$ cat src/rtl/bcd_pkg.sv
// Shared constants for the BCD text formatters: ASCII codes, pad-mode encodings
// and the transmitter state encoding.
package bcd_pkg;

  localparam logic [7:0] ASCII_ZERO  = 8'h30;
  localparam logic [7:0] ASCII_QMARK = 8'h3F;
  localparam logic [7:0] ASCII_SPACE = 8'h20;
  localparam logic [7:0] ASCII_LF    = 8'h0A;

  localparam int PAD_MODE_ZERO = 0;
  localparam int PAD_MODE_CHAR = 1;
  localparam int PAD_MODE_SKIP = 2;

  typedef enum logic [1:0] {
    ST_IDLE = 2'd0,
    ST_SEND = 2'd1,
    ST_TERM = 2'd2,
    ST_DONE = 2'd3
  } tx_state_t;

endpackage

$ cat src/rtl/bcd_digit_to_ascii.sv
// Combinational BCD digit to ASCII byte; digits above 9 are not valid BCD and
// print as '?'.
module bcd_digit_to_ascii
  import bcd_pkg::*;
(
  input  logic [3:0] digit,
  output logic [7:0] ascii
);

  always_comb begin
    if (digit <= 4'd9) ascii = ASCII_ZERO + {4'h0, digit};
    else               ascii = ASCII_QMARK;
  end

endmodule

$ cat src/rtl/bcd_ascii_tx.sv
// Captures a packed BCD word on load and streams it as ASCII bytes, most
// significant digit first, with leading-zero handling and an optional terminator.
//
//   state | meaning
//   IDLE  | waiting for load
//   SEND  | presenting digit bytes, index counts down to the units digit
//   TERM  | presenting TERM_CHAR
//   DONE  | one cycle, done=1, out_valid=0
module bcd_ascii_tx
  import bcd_pkg::*;
#(
  parameter int         BCD_DIGITS  = 4,
  parameter int         PAD_MODE    = 1,
  parameter logic [7:0] PAD_CHAR    = ASCII_SPACE,
  parameter bit         APPEND_TERM = 1'b1,
  parameter logic [7:0] TERM_CHAR   = ASCII_LF
) (
  input  logic                    clock,
  input  logic                    reset_n,
  input  logic                    load,
  input  logic [4*BCD_DIGITS-1:0] bcd_in,
  output logic                    busy,
  output logic [7:0]              out_data,
  output logic                    out_valid,
  input  logic                    out_ready,
  output logic                    done
);

  localparam int IW = (BCD_DIGITS > 1) ? $clog2(BCD_DIGITS) : 1;

  tx_state_t               state_q, state_d;
  logic [4*BCD_DIGITS-1:0] bcd_q, bcd_d;
  logic [BCD_DIGITS-1:0]   lz_q, lz_d;
  logic [IW-1:0]           idx_q, idx_d;
  logic [7:0]              data_q, data_d;
  logic                    valid_q, valid_d;
  logic                    busy_q, busy_d;
  logic                    done_q, done_d;

  logic [BCD_DIGITS-1:0]   lz_in;
  logic [IW-1:0]           start_idx;
  logic [IW-1:0]           sel_idx;
  logic [4*BCD_DIGITS-1:0] sel_word;
  logic [BCD_DIGITS-1:0]   sel_lz;
  logic [3:0]              sel_digit;
  logic                    sel_is_lz;
  logic [7:0]              enc_ascii;
  logic [7:0]              byte_next;
  logic                    accept;
  logic                    any_nz;

  // Leading-zero mask of the incoming word; the units digit is never leading.
  always_comb begin
    lz_in  = '0;
    any_nz = 1'b0;
    for (int i = BCD_DIGITS - 1; i >= 1; i--) begin
      if (bcd_in[4*i +: 4] != 4'd0) any_nz = 1'b1;
      lz_in[i] = ~any_nz;
    end
    start_idx = IW'(BCD_DIGITS - 1);
    if (PAD_MODE == PAD_MODE_SKIP) begin
      start_idx = '0;
      for (int i = 0; i < BCD_DIGITS; i++) begin
        if (!lz_in[i]) start_idx = IW'(i);
      end
    end
  end

  // The encoder sees the first digit of bcd_in while idle, otherwise the digit
  // after the one currently on the bus.
  always_comb begin
    if (state_q == ST_IDLE) begin
      sel_idx  = start_idx;
      sel_word = bcd_in;
      sel_lz   = lz_in;
    end else begin
      sel_idx  = (idx_q == '0) ? '0 : idx_q - IW'(1);
      sel_word = bcd_q;
      sel_lz   = lz_q;
    end
    sel_digit = '0;
    sel_is_lz = 1'b0;
    for (int i = 0; i < BCD_DIGITS; i++) begin
      if (IW'(i) == sel_idx) begin
        sel_digit = sel_word[4*i +: 4];
        sel_is_lz = sel_lz[i];
      end
    end
  end

  bcd_digit_to_ascii u_enc (
    .digit (sel_digit),
    .ascii (enc_ascii)
  );

  assign byte_next = (sel_is_lz && PAD_MODE == PAD_MODE_CHAR) ? PAD_CHAR : enc_ascii;
  assign accept    = valid_q & out_ready;

  always_ff @(posedge clock or negedge reset_n) begin
    if (!reset_n) begin
      state_q <= ST_IDLE;
      bcd_q   <= '0;
      lz_q    <= '0;
      idx_q   <= '0;
      data_q  <= 8'h00;
      valid_q <= 1'b0;
      busy_q  <= 1'b0;
      done_q  <= 1'b0;
    end else begin
      state_q <= state_d;
      bcd_q   <= bcd_d;
      lz_q    <= lz_d;
      idx_q   <= idx_d;
      data_q  <= data_d;
      valid_q <= valid_d;
      busy_q  <= busy_d;
      done_q  <= done_d;
    end
  end

  always_comb begin
    state_d = state_q;
    bcd_d   = bcd_q;
    lz_d    = lz_q;
    idx_d   = idx_q;
    data_d  = data_q;
    valid_d = valid_q;
    busy_d  = busy_q;
    done_d  = 1'b0;
    case (state_q)
      ST_IDLE: begin
        if (load) begin
          bcd_d   = bcd_in;
          lz_d    = lz_in;
          idx_d   = start_idx;
          data_d  = byte_next;
          valid_d = 1'b1;
          busy_d  = 1'b1;
          state_d = ST_SEND;
        end
      end
      ST_SEND: begin
        if (accept) begin
          if (idx_q == '0) begin
            if (APPEND_TERM) begin
              data_d  = TERM_CHAR;
              state_d = ST_TERM;
            end else begin
              valid_d = 1'b0;
              busy_d  = 1'b0;
              done_d  = 1'b1;
              state_d = ST_DONE;
            end
          end else begin
            idx_d  = idx_q - IW'(1);
            data_d = byte_next;
          end
        end
      end
      ST_TERM: begin
        if (accept) begin
          valid_d = 1'b0;
          busy_d  = 1'b0;
          done_d  = 1'b1;
          state_d = ST_DONE;
        end
      end
      ST_DONE: state_d = ST_IDLE;
      default: state_d = ST_IDLE;
    endcase
  end

  assign busy      = busy_q;
  assign out_data  = data_q;
  assign out_valid = valid_q;
  assign done      = done_q;

endmodule

$ cat config.mk
export PLATFORM = sky130hd
export DESIGN_NAME = bcd_ascii_tx
export DESIGN_NICKNAME = d
export VERILOG_FILES = /design/src/rtl/bcd_pkg.sv /design/src/rtl/bcd_digit_to_ascii.sv /design/src/rtl/bcd_ascii_tx.sv
export SDC_FILE = /design/constraint.sdc
export NUM_CORES = 1
export LEC_CHECK = 0
export ABC_AREA = 1
export BUFFER_PORTS_ARGS = -buffer_cell sky130_fd_sc_hd__buf_4
export CAP_MARGIN = 25
export CORE_AREA = 5 5 63 65
export DETAILED_ROUTE_END_ITERATION = 10
export DIE_AREA = 0 0 68 70
export HOLD_SLACK_MARGIN = 0.02
export PLACE_DENSITY = 0.66
export SLEW_MARGIN = 20
export SYNTH_ARGS = -nofsm -noshare
export SYNTH_HDL_FRONTEND = slang
export SYNTH_SLANG_ARGS = --single-unit
export TNS_END_PERCENT = 5
$ cat constraint.sdc
create_clock -name clock -period 3.2 [get_ports clock]
set_clock_uncertainty 0.2 [all_clocks]
set_input_delay 0.32 -clock clock [delete_from_list [all_inputs] [get_ports clock]]
set_output_delay 0.32 -clock clock [all_outputs]
set_load 0.05 [all_outputs]
* Yosys cells after proc, flatten, opt, wreduce, memory -nomap -nowiden *
Cells that the tools add are included.

storage, ports and cells
  ROM bits = 0
  memories = 0
  bits in writable memories = 0
  bits in registers = 33
  latch bits = 0
  output and inout bits = 11
  logic and storage cells = 73

cells by class
  reductions and logical operators = 13
  bitwise logic cells = 4
  add/sub/neg operators = 2
  multiplexer cells = 35
  $mul = 0
  divide/modulo/power cells = 0
  equal/unequal tests = 11
  shift-type cells = 0
  magnitude comparators = 1

operators by type and width
  operator                                           count
  two-way mux 8 bit                                  5
  two-way mux 4 bit                                  5
  two-way mux 2 bit                                  9
  two-way mux 16 bit                                 1
  one-hot mux 8 bit (2 select lines)                 1
  nonzero test 4 bit                                 3
  two-way mux 1 bit                                  11
  inequality test 2 bit (second input constant)      5
  one-hot mux 2 bit (4 select lines)                 1
  AND reduction 4 bit                                2
  adder 6 x 4 -> 7 bit (first input constant)        1
  logical NOT 2 bit                                  3
  AND reduction 3 bit                                2
  == test 2 bit (first input constant)               2
  == test 2 bit (second input constant)              2
  <= comparator 4 bit (second input constant)        1
  one-hot mux 2 bit (2 select lines)                 1
  nonzero test 2 bit                                 2
  NOT 1 bit                                          3
  == test 1 x 2 -> 1 bit (first input constant)      1
  == test 2 x 1 -> 1 bit (second input constant)     1
  one-hot mux 1 bit (2 select lines)                 1
  AND reduction 2 bit                                1
  subtractor 2 x 1 -> 2 bit (second input constant)  1
  bitwise AND 1 bit                                  1

* Depth between registers and ports, before layout *
Gate-level depths: netlist of run 1.

  word-level depth = 14
  mapped depth = 14
  gate-level depth less buffers = 13

* Modules after synthesis *
From an unflattened synthesis of run 1, not the netlist that was laid out.

second synthesis, totals
  cells, all modules = 195
  area, all modules = 1,526.5 um2

by module, submodules not included
  module              cells each  seq. area each (um2)  times used  area each (um2)
  bcd_ascii_tx        181         700.7                 1           1,453.9
  bcd_digit_to_ascii  14          0.0                   1           72.6

* Worst setup path after synthesis of run 1 *
Ideal clock, no wire load.

  path kind = reg2reg
  from = register state_q[0]
  to = register data_q[4], in the netlist out_data[4]
  slack = 1.374 ns
  arrival = 1.508 ns
  library setup time = 0.118 ns
  buffers on the path = 1
  stages on the path, launching flop included = 12
  cells stage by stage = dfrtp_1 > inv_1 > ha_1 > buf_6 > inv_6 > or2_4 > nand2_4 > a21oi_4 > nand2_4 > inv_2 > and2_4 > a21o_1

on the way
  longest elaborated chain between the ends = 13

ends and longest elaborated chain
  item                                                         RTL line                                 text
  from (decl)                                                  bcd_ascii_tx.sv:31                       tx_state_t state_q, state_d;
  from (signal assigned)                                       bcd_ascii_tx.sv:110                      state_q <= state_d;
  logical NOT 2 bit                                            bcd_ascii_tx.sv:72, bcd_ascii_tx.sv:130
  two-way mux 2 bit                                            bcd_ascii_tx.sv:72                       if (state_q == ST_IDLE) begin
  logical NOT 2 bit                                            bcd_ascii_tx.sv:84                       if (IW'(i) == sel_idx) begin
  two-way mux 4 bit (4 in series)                              bcd_ascii_tx.sv:84
  adder 6 x 4 -> 7 bit or <= comparator 4 bit (tied branches)  bcd_digit_to_ascii.sv:11                 if (digit <= 4'd9) ascii = ASCII_ZERO + {4'h0, digit};
  two-way mux 8 bit                                            bcd_digit_to_ascii.sv:11
  two-way mux 8 bit                                            bcd_ascii_tx.sv:96                       assign byte_next = (sel_is_lz && PAD_MODE == PAD_MODE_CHAR) ? PAD_CHAR : enc_ascii;
  two-way mux 8 bit                                            bcd_ascii_tx.sv:144                      if (idx_q == '0) begin
  two-way mux 8 bit                                            bcd_ascii_tx.sv:143                      if (accept) begin
  one-hot mux 8 bit (2 select lines)                           bcd_ascii_tx.sv:130                      case (state_q)
  to (signal assigned)                                         bcd_ascii_tx.sv:114                      data_q <= data_d;
  to (decl)                                                    bcd_ascii_tx.sv:35                       logic [7:0] data_q, data_d;

Several ways; a longest one is shown, not always the timed one. The select of a mux whose other input is x is not followed.
A chain may end at the register's enable or synchronous reset.

* Final worst setup path of run 1 *
  from = register state_q[1]
  to = register lz_q[1]

on the way
  longest elaborated chain between the ends = 2

ends and longest elaborated chain
  item                           RTL line             text
  logical NOT 2 bit              bcd_ascii_tx.sv:130
  AND reduction 2 bit (no line)  -
  to (signal assigned)           bcd_ascii_tx.sv:112  lz_q <= lz_d;
  to (decl)                      bcd_ascii_tx.sv:33   logic [BCD_DIGITS-1:0] lz_q, lz_d;

Every way passes these cells.

==> results of run 1 <==
## worst reg2reg max path, stage by stage (launching register included)
cell and delay, ns:
dfrtp_1 0.41, inv_1 0.10, ha_1 0.41, nand2_1 0.48, nor2_1 0.28, nand2_1 0.09, o21ai_0 0.18
## state kept, by name, summed over array words and instances (netlist names)
| name | count |
|---|---|
| bcd_q | 12 |
| out_data | 6 |
| idx_q | 2 |
| lz_q | 2 |
| state_q | 2 |
| busy | 1 |
| done | 1 |
## power by group
part / switching (mW) / total, mW / leakage (nW) / internal (mW)
Sequential: 0.0826 / 0.559 / 0.313 / 0.476
Clock: 0.0929 / 0.137 / 0.0138 / 0.0441
Combinational: 0.659 / 1.06 / 0.569 / 0.396
Total: 0.834 / 1.75 / 0.896 / 0.917
## how the worst max path moves through the flow
stage                                start  slack [ns]                      end
floorplan           state_q[0]$_DFFE_PN0P_        1.37  out_data[4]$_DFFE_PN0P_
detailed placement  state_q[1]$_DFFE_PN0P_        1.01      lz_q[1]$_DFFE_PN0P_
global placement    state_q[0]$_DFFE_PN0P_        1.12      lz_q[1]$_DFFE_PN0P_
global route        state_q[1]$_DFFE_PN0P_        0.73      lz_q[1]$_DFFE_PN0P_
finish              state_q[1]$_DFFE_PN0P_        0.98      lz_q[1]$_DFFE_PN0P_
CTS                 state_q[1]$_DFFE_PN0P_        0.97      lz_q[1]$_DFFE_PN0P_
## synthesized netlist by cell type, drive strengths merged
library cell   n
a21oi          7
or2            4
o21ai         11
dfrtp         26
buf            5
mux2           7
a32oi          1
nor2          10
a22oi          1
a21o           1
a2bb2oi        1
inv           24
ha             6
clkbuf         2
nand3          6
nor4           1
o21bai         1
o22ai          1
and2           1
nand2         44
nand4          3
nand3b         2
conb           1
## final cells by class
| type | count | area (sq um) | area share, % |
|---|---|---|---|
| clock buffers | 3 | 22.5 | 1.31 |
| inverters | 24 | 95.1 | 5.54 |
| flip-flops and latches | 26 | 651 | 37.9 |
| multi-input cells | 110 | 641 | 37.3 |
| repair buffers | 32 | 250 | 14.6 |
| well taps | 46 | 57.6 | 3.35 |
## layout by cell type, fill, tap and decap left out, types with 2 or more instances in the layout
| cell type | synthesis | final |
|---|---|---|
| a21oi_1 | 6 | 6 |
| buf_4 | 3 | 28 |
| clkbuf_4 | 0 | 3 |
| conb_1 | 1 | 2 |
| dfrtp_1 | 26 | 26 |
| dlygate4sd3_1 | 0 | 4 |
| ha_1 | 6 | 6 |
| inv_1 | 22 | 22 |
| mux2_2 | 7 | 7 |
| nand2_1 | 42 | 42 |
| nand2_4 | 2 | 2 |
| nand3_1 | 5 | 5 |
| nand3b_1 | 2 | 2 |
| nand4_1 | 3 | 3 |
| nor2_1 | 9 | 9 |
| o21ai_0 | 10 | 10 |
| or2_2 | 2 | 2 |
## what timing repair did
| item | CTS | global route |
|---|---|---|
| hold endpoints to repair | 29 | 0 |
| gates resized for setup | 0 | 0 |
| hold buffers | 4 | 0 |
## routing by layer
metal / routed length, microns / vias to the layer above / part of all wire [%] / GRT usage (%)
met4: 42 / 0 / 1.4 / 5.52
li1: - / 581 / - / -
met3: 185 / 5 / 6.4 / 2.40
met5: 0 / - / 0 / 0
met2: 1380 / 40 / 47 / 22.6
met1: 1300 / 535 / 45 / 16.0
## cells by family (layout without fill, tap and decap cells)
| kind of cell | count (synthesis) | count (layout) | synth area share, % |
|---|---|---|---|
| other | 1 | 2 | 0.262 |
| AND/OR/NAND/NOR | 71 | 71 | 23.2 |
| flip-flops | 26 | 26 | 45.5 |
| adder cells (fa/ha/maj) | 6 | 6 | 5.25 |
| AO/OA/AOI/OAI | 24 | 24 | 10.3 |
| buffers and inverters | 31 | 59 | 9.89 |
| multiplexers | 7 | 7 | 5.52 |
## stage by stage
step	worst slack (ns)	cells	total power [mW]
floorplan	1.37	167	1.39
global placement	1.12	234	1.59
detailed placement	1.01	234	1.62
CTS	0.974	241	1.77
global route	0.727	241	1.91
finish	0.977	241	1.75
==> metrics.md, run 1 <==
| Metric | Value |
|---|---|
| Final wirelength | 2910 microns |
| Die H | 70 microns |
| Final Hold Vio Count | 0 |
| Average size of a mapped cell | 8.61 sq um |
| Post-Syn Area | 1430 sq um |
| Synth warn | 0 |
| Routed len/inst | 12.1 microns |
| # DRC | 0 |
| Gate Count Post-Synth | 166 |
| Cell area after layout | 1720 sq um |
| DP Area | 1650 sq um |
| FF-to-FF End | lz_q[1]$_DFFE_PN0P_ |
| Synth area leaders | dfrtp_1 (46%), nand2_1 (11%), inv_1 (5.8%) |
| PortBufs | 28 |
| Critical path cell sequence | inv_1, ha_1, nand2_1, nor2_1, nand2_1, o21ai_0 |
| Antenna violations before repair | 0 |
| Global-route wire length before repair | 4950 microns |
| DRT Pass-1 Iters | 4 |
| CTS tree | done |
| Post-CTS Setup Bufs | 0 |
| PD cells | 1020 nW/um^2 |
| Number of global-route vias before repair | 1200 |
| Core area | 3280 sq um |
| Starting Density | 43.5% |
| Grt ovf | 0 |
| Leading area contributor after synthesis | dfrtp_1 |
| Req. time, crit path | 3.25 ns |
| Sink Count | 26 |
| Placement row count | 21 |
| WP data arrival | 2.27 ns |
| CP dominant cell by count | nand2_1 |
| Share of the synthesized area in the top cell type | 45.5% |
| Clock Path Buffers | 2 |
| Reg2Reg Launch Point | state_q[1]$_DFFE_PN0P_ |
| Fill cells | 322 |
| Startpoint Class | flip-flop |
| Num CTS Buffers | 3 |
| Leakage power total | 0.896 nW |
| CP Capture Type | flip-flop |
| Hold Crit Start | bcd_in[1] |
| CTS root buf | clkbuf_4 |
| Crit share post-route | 69.5% |
| Core Util, Final | 52.3% |
| Slew @ Worst Pin | 0.602 ns |
| Achievable Freq | 0.450 GHz |
| Area growth, synth to finish | 20.1% |
| Hold Path Sink | bcd_q[1]$_DFFE_PN0P_ |
| Clock latency on the worst-skew pair | 0.32 ns |
| Distinct cells, synth | 34 |
| Number of synthesized register bits | 26 |
| Slew Limit Fails | 0 |
| # diodes | 0 |
| Die width | 68 microns |
| Die area | 4760 sq um |
| VDD IR max | 0.000427 V |
| WP buf/inv | 1 |
| Clock transition at path regs | 0.14 ns |
| Total negative slack | 0 ns |
| H-tree levels | 1 |
| FF-to-FF path depth | 6 |
| Final Wtd Congestion | 0.867 |
| Via count | 1161 |
| Crit Path Max Fanout | 19 |
| Worst Hold Class | in -> reg |
| Status | completed |
| CP max stage cell | nand2_1 |
| Share of the yosys chip area belonging to registers | 45.5% |
| ANT nets after route | 0 |
| Max-Cap Viols | 0 |
| Largest net degree at the start of global routing | 27 |
| RSZ-0062 raised after global routing | no |
| Number of cells on the critical path | 6 |
| Final nets | 223 |
| Worst stage delay on the critical path | 0.48 ns |
| Reg2reg setup slack | 0.98 ns |
| Delay-heaviest family, CP | simple AND/OR/NAND/NOR gates |
| Hold WS | 0.0313 ns |
| HPWL after DPL | 2340 microns |
| GRT Overall Usage | 13.3% |
| Layout cells sized above 1 | 25.1% |
| Vias per cell | 4.82 |
| Slew HR | 59.8% |
| Critical path class | reg -> reg |
| Hold path depth | 2 |
| Starting DRT DRC Count | 34 |
| Final setup violation count | 0 |
| Final min period | 2.22 ns |
| I/O pin count | 31 |
Note: power is estimated with default switching activity, not from simulation.
==> run 2: changes to the inputs <==
--- a/config.mk
+++ b/config.mk
@@ -5,14 +5,14 @@
 export SDC_FILE = /design/constraint.sdc
 export NUM_CORES = 1
 export LEC_CHECK = 0
-export ABC_AREA = 1
+export ABC_AREA = 0
 export BUFFER_PORTS_ARGS = -buffer_cell sky130_fd_sc_hd__buf_4
 export CAP_MARGIN = 25
 export CORE_AREA = 5 5 63 65
 export DETAILED_ROUTE_END_ITERATION = 10
 export DIE_AREA = 0 0 68 70
 export HOLD_SLACK_MARGIN = 0.02
-export PLACE_DENSITY = 0.66
+export PLACE_DENSITY = 0.65
 export SLEW_MARGIN = 20
 export SYNTH_ARGS = -nofsm -noshare
 export SYNTH_HDL_FRONTEND = slang
==> constraint.sdc (replaced) <==
create_clock -name clock -period 2.15 [get_ports clock]
set_clock_uncertainty 0.2 [all_clocks]
set_input_delay 0.215 -clock clock [delete_from_list [all_inputs] [get_ports clock]]
set_output_delay 0.215 -clock clock [all_outputs]
set_load 0.05 [all_outputs]
==> metrics.md, run 2 <==
| Metric | Value |
|---|---|
| Hold WS | 0.0393 ns (+0.00802 ns) |
| Vias per cell | 5.01 (+4.0%) |
| Dpl cells | 195 (-17%) |
| Fill cells | 289 (-10%) |
| Crit Path Max Fanout | 10 (-9) |
| Post-synth top cells | dfrtp_1 (26), nand2_1 (12), mux2_2 (10), mux2i_1 (8) |
| Startpoint Class | flip-flop |
| GRT Overall Usage | 13.6% (+0.33 points) |
| Post-Syn Area | 1420 sq um (-0.96%) |
| Grt ovf | 0 (unchanged) |
| PD cells | 481 nW/um^2 (-53%) |
| Die H | 70 microns (unchanged) |
| Distinct cells, synth | 35 (+2.9%) |
| Starting Density | 43.1% (-0.42 points) |
| Synth warn | 0 (unchanged) |
| Hold path depth | 3 (+1) |
| Die width | 68 microns (unchanged) |
| Final Hold Vio Count | 0 (unchanged) |
| Achievable Freq | 0.506 GHz (+12%) |
| RSZ-0062 raised after global routing | no |
| # DRC | 0 (unchanged) |
| Final Wtd Congestion | 0.744 (-14%) |
| Routed len/inst | 13.8 microns (+14%) |
| Critical path class | reg -> reg |
| Post-synth EDFFs | 0 (unchanged) |
| DRT Pass-1 Iters | 4 (unchanged) |
| Core area | 3280 sq um (unchanged) |
| Layout cells sized above 1 | 32.3% (+7.2 points) |
| ANT nets after route | 0 (unchanged) |
| Synth area leaders | dfrtp_1 (46%), mux2_2 (8.0%), mux2i_1 (5.7%) |
| Most common cell in the netlist | dfrtp_1 |
| Share of the yosys chip area belonging to registers | 46.0% (+0.44 points) |
| Number of synthesized register bits | 26 (unchanged) |
| Antenna violations before repair | 0 (unchanged) |
| Die area | 4760 sq um (unchanged) |
| Req. time, crit path | 2.20 ns (-1.05 ns) |
| Placement row count | 21 (unchanged) |
| Final setup violation count | 0 (unchanged) |
| I/O pin count | 31 (unchanged) |
| Status | completed |
| FFs w/ async S/R, synth | 100% (unchanged) |
| Max reg flops | 12 (unchanged) |
| WP data arrival | 2.03 ns (-0.24 ns) |
| CP Capture Type | flip-flop |
| Highest-count cells in the layout ignoring fill and taps | buf_4 (31), dfrtp_1 (26), dlygate4sd3_1 (14) |
| Slew Limit Fails | 0 (unchanged) |
| Global-route wire length before repair | 5090 microns (+2.9%) |
| Area growth, synth to finish | 31.0% |
| Largest net degree at the start of global routing | 27 (unchanged) |
| PortBufs | 28 (unchanged) |
| Via count | 1067 (-8.1%) |
| VDD IR max | 0.000348 V (-18%) |
| Share of the synthesized area in the top cell type | 46.0% (+0.44 points) |
| Leading area contributor after synthesis | dfrtp_1 |
| Crit share post-route | 91.9% (+22 points) |
| Main synth FF type | dfrtp_1 |
| Number of global-route vias before repair | 1099 (-8.4%) |
| Largest reg by FF count | bcd_q |
| Final nets | 194 (-13%) |
| HPWL after DPL | 2290 microns (-1.9%) |
| Final min period | 1.98 ns (-0.247 ns) |
| Clock transition at path regs | 0.14 ns (about the same) |
| Max-Cap Viols | 0 (unchanged) |
| FF-to-FF path depth | 5 (-1) |
| H-tree levels | 1 (unchanged) |
| CTS tree | done |
| Total negative slack | 0 ns (unchanged) |
| Final wirelength | 2930 microns (+0.96%) |
| Num CTS Buffers | 3 (unchanged) |
| Clock Path Buffers | 2 (unchanged) |
| Leakage power total | 0.892 nW (-0.43%) |
| Clock latency on the worst-skew pair | 0.32 ns (about the same) |
| Starting DRT DRC Count | 31 (-8.8%) |
| Worst stage delay on the critical path | 0.53 ns (+0.05 ns) |
| Critical path cell sequence | ha_1, or4bb_1, o211ai_2, o2111ai_1, o211ai_1 |
| Post-Layout Cell Count | 213 (-12%) |
| Commonest non-fill, non-tap cell in the layout | buf_4 |
| CP max stage cell | or4bb_1 |
| Worst Hold Class | in -> reg |
| # diodes | 0 (unchanged) |
| CTS root buf | clkbuf_4 |
| Gate Count Post-Synth | 124 (-25%) |
| Average size of a mapped cell | 11.4 sq um (+33%) |
| Sink Count | 26 (unchanged) |
==> run 2: cell count changes after synthesis, sizes merged, moves of 3 or more <==
cell    delta
nor2b      +3
o211ai     +4
inv       -19
nand2     -32
or2        -3
mux2       +6
nor2       -4
mux2i      +8
nand4      -3
nand3      -6
o21ai      -9
==> run 2: cell type report <==
cell class	instances	area (sq um)	area share (%)
repair buffers	45	373	20.1
multi-input cells	87	702	37.9
inverters	5	18.8	1.01
clock inverters	1	30.0	1.62
flip-flops and latches	26	651	35.1
well taps	46	57.6	3.10
clock buffers	3	22.5	1.21
==> run 2: cells by family (layout without fill, tap and decap cells) <==
kind of cell | Yosys count | in the layout | share of synthesized area, %
compound gates | 22 | 22 | 12.4
mux | 21 | 21 | 16.0
fa+ha+maj | 6 | 6 | 5.30
simple gates | 36 | 36 | 14.9
buf+inv | 12 | 54 | 5.22
flops | 26 | 26 | 46.0
other cells | 1 | 2 | 0.265
==> run 2: path summary, 6_finish.rpt <==
path | start | endpoint | slack [ns]
min in group asynchronous | reset_n | done$_DFF_PN0_ | 0.11
worst min-delay path | bcd_in[12] | out_data[0]$_DFFE_PN0P_ | 0.04
worst max register to register | idx_q[0]$_DFFE_PN0P_ | out_data[0]$_DFFE_PN0P_ | 0.17
worst max-delay path | idx_q[0]$_DFFE_PN0P_ | out_data[0]$_DFFE_PN0P_ | 0.17
max in group asynchronous | reset_n | lz_q[2]$_DFFE_PN0P_ | 1.39
worst min register to register | out_data[4]$_DFFE_PN0P_ | out_data[4]$_DFFE_PN0P_ | 0.30
==> run 2: worst max-delay path, delay by kind of cell, from the launching register on <==
kind	cells	cell delay, ns
AO/OA/AOI/OAI	3	0.39
adder cells (fa/ha/maj)	1	0.35
flip-flops	1	0.44
AND/OR/NAND/NOR	1	0.53
==> run 2: repair_timing <==
item,CTS,global route
hold endpoints to repair,41,0
buffers inserted,0,0
hold buffers,14,0
pin swaps,0,0
cloned,0,0
resized for setup,1,1
endpoints found under the setup margin,1,3
==> run 2: per-stage QoR <==
stage | setup slack [ns] | cell area [sq um] | power, mW | util [%]
final | 0.174 | 1850 | 0.893 | 56.5
after global routing | 0.0123 | 1850 | 0.929 | 56.5
after CTS | 0.0702 | 1850 | 0.903 | 56.4
after detailed placement | 0.0321 | 1650 | 0.550 | 50.4
after global placement | 0.168 | 1650 | 0.549 | 50.4
after floorplan | 0.282 | 1420 | 0.512 | -
==> run 2: metal layers <==
| metal | wire, microns | global-route usage [%] | up-vias |
|---|---|---|---|
| met5 | 0 | 0 | - |
| met3 | 119 | 3.85 | 4 |
| met1 | 1250 | 17.2 | 511 |
| li1 | - | - | 532 |
| met2 | 1540 | 23.0 | 20 |
| met4 | 23 | 2.43 | 0 |
==> run 2: power by group <==
group / leakage, nW / total (mW) / internal [mW] / switching (mW)
registers: 0.358 / 0.489 / 0.489 / 0
clock network: 0.0279 / 0.332 / 0.189 / 0.143
logic: 0.506 / 0.0719 / 0.0404 / 0.0315
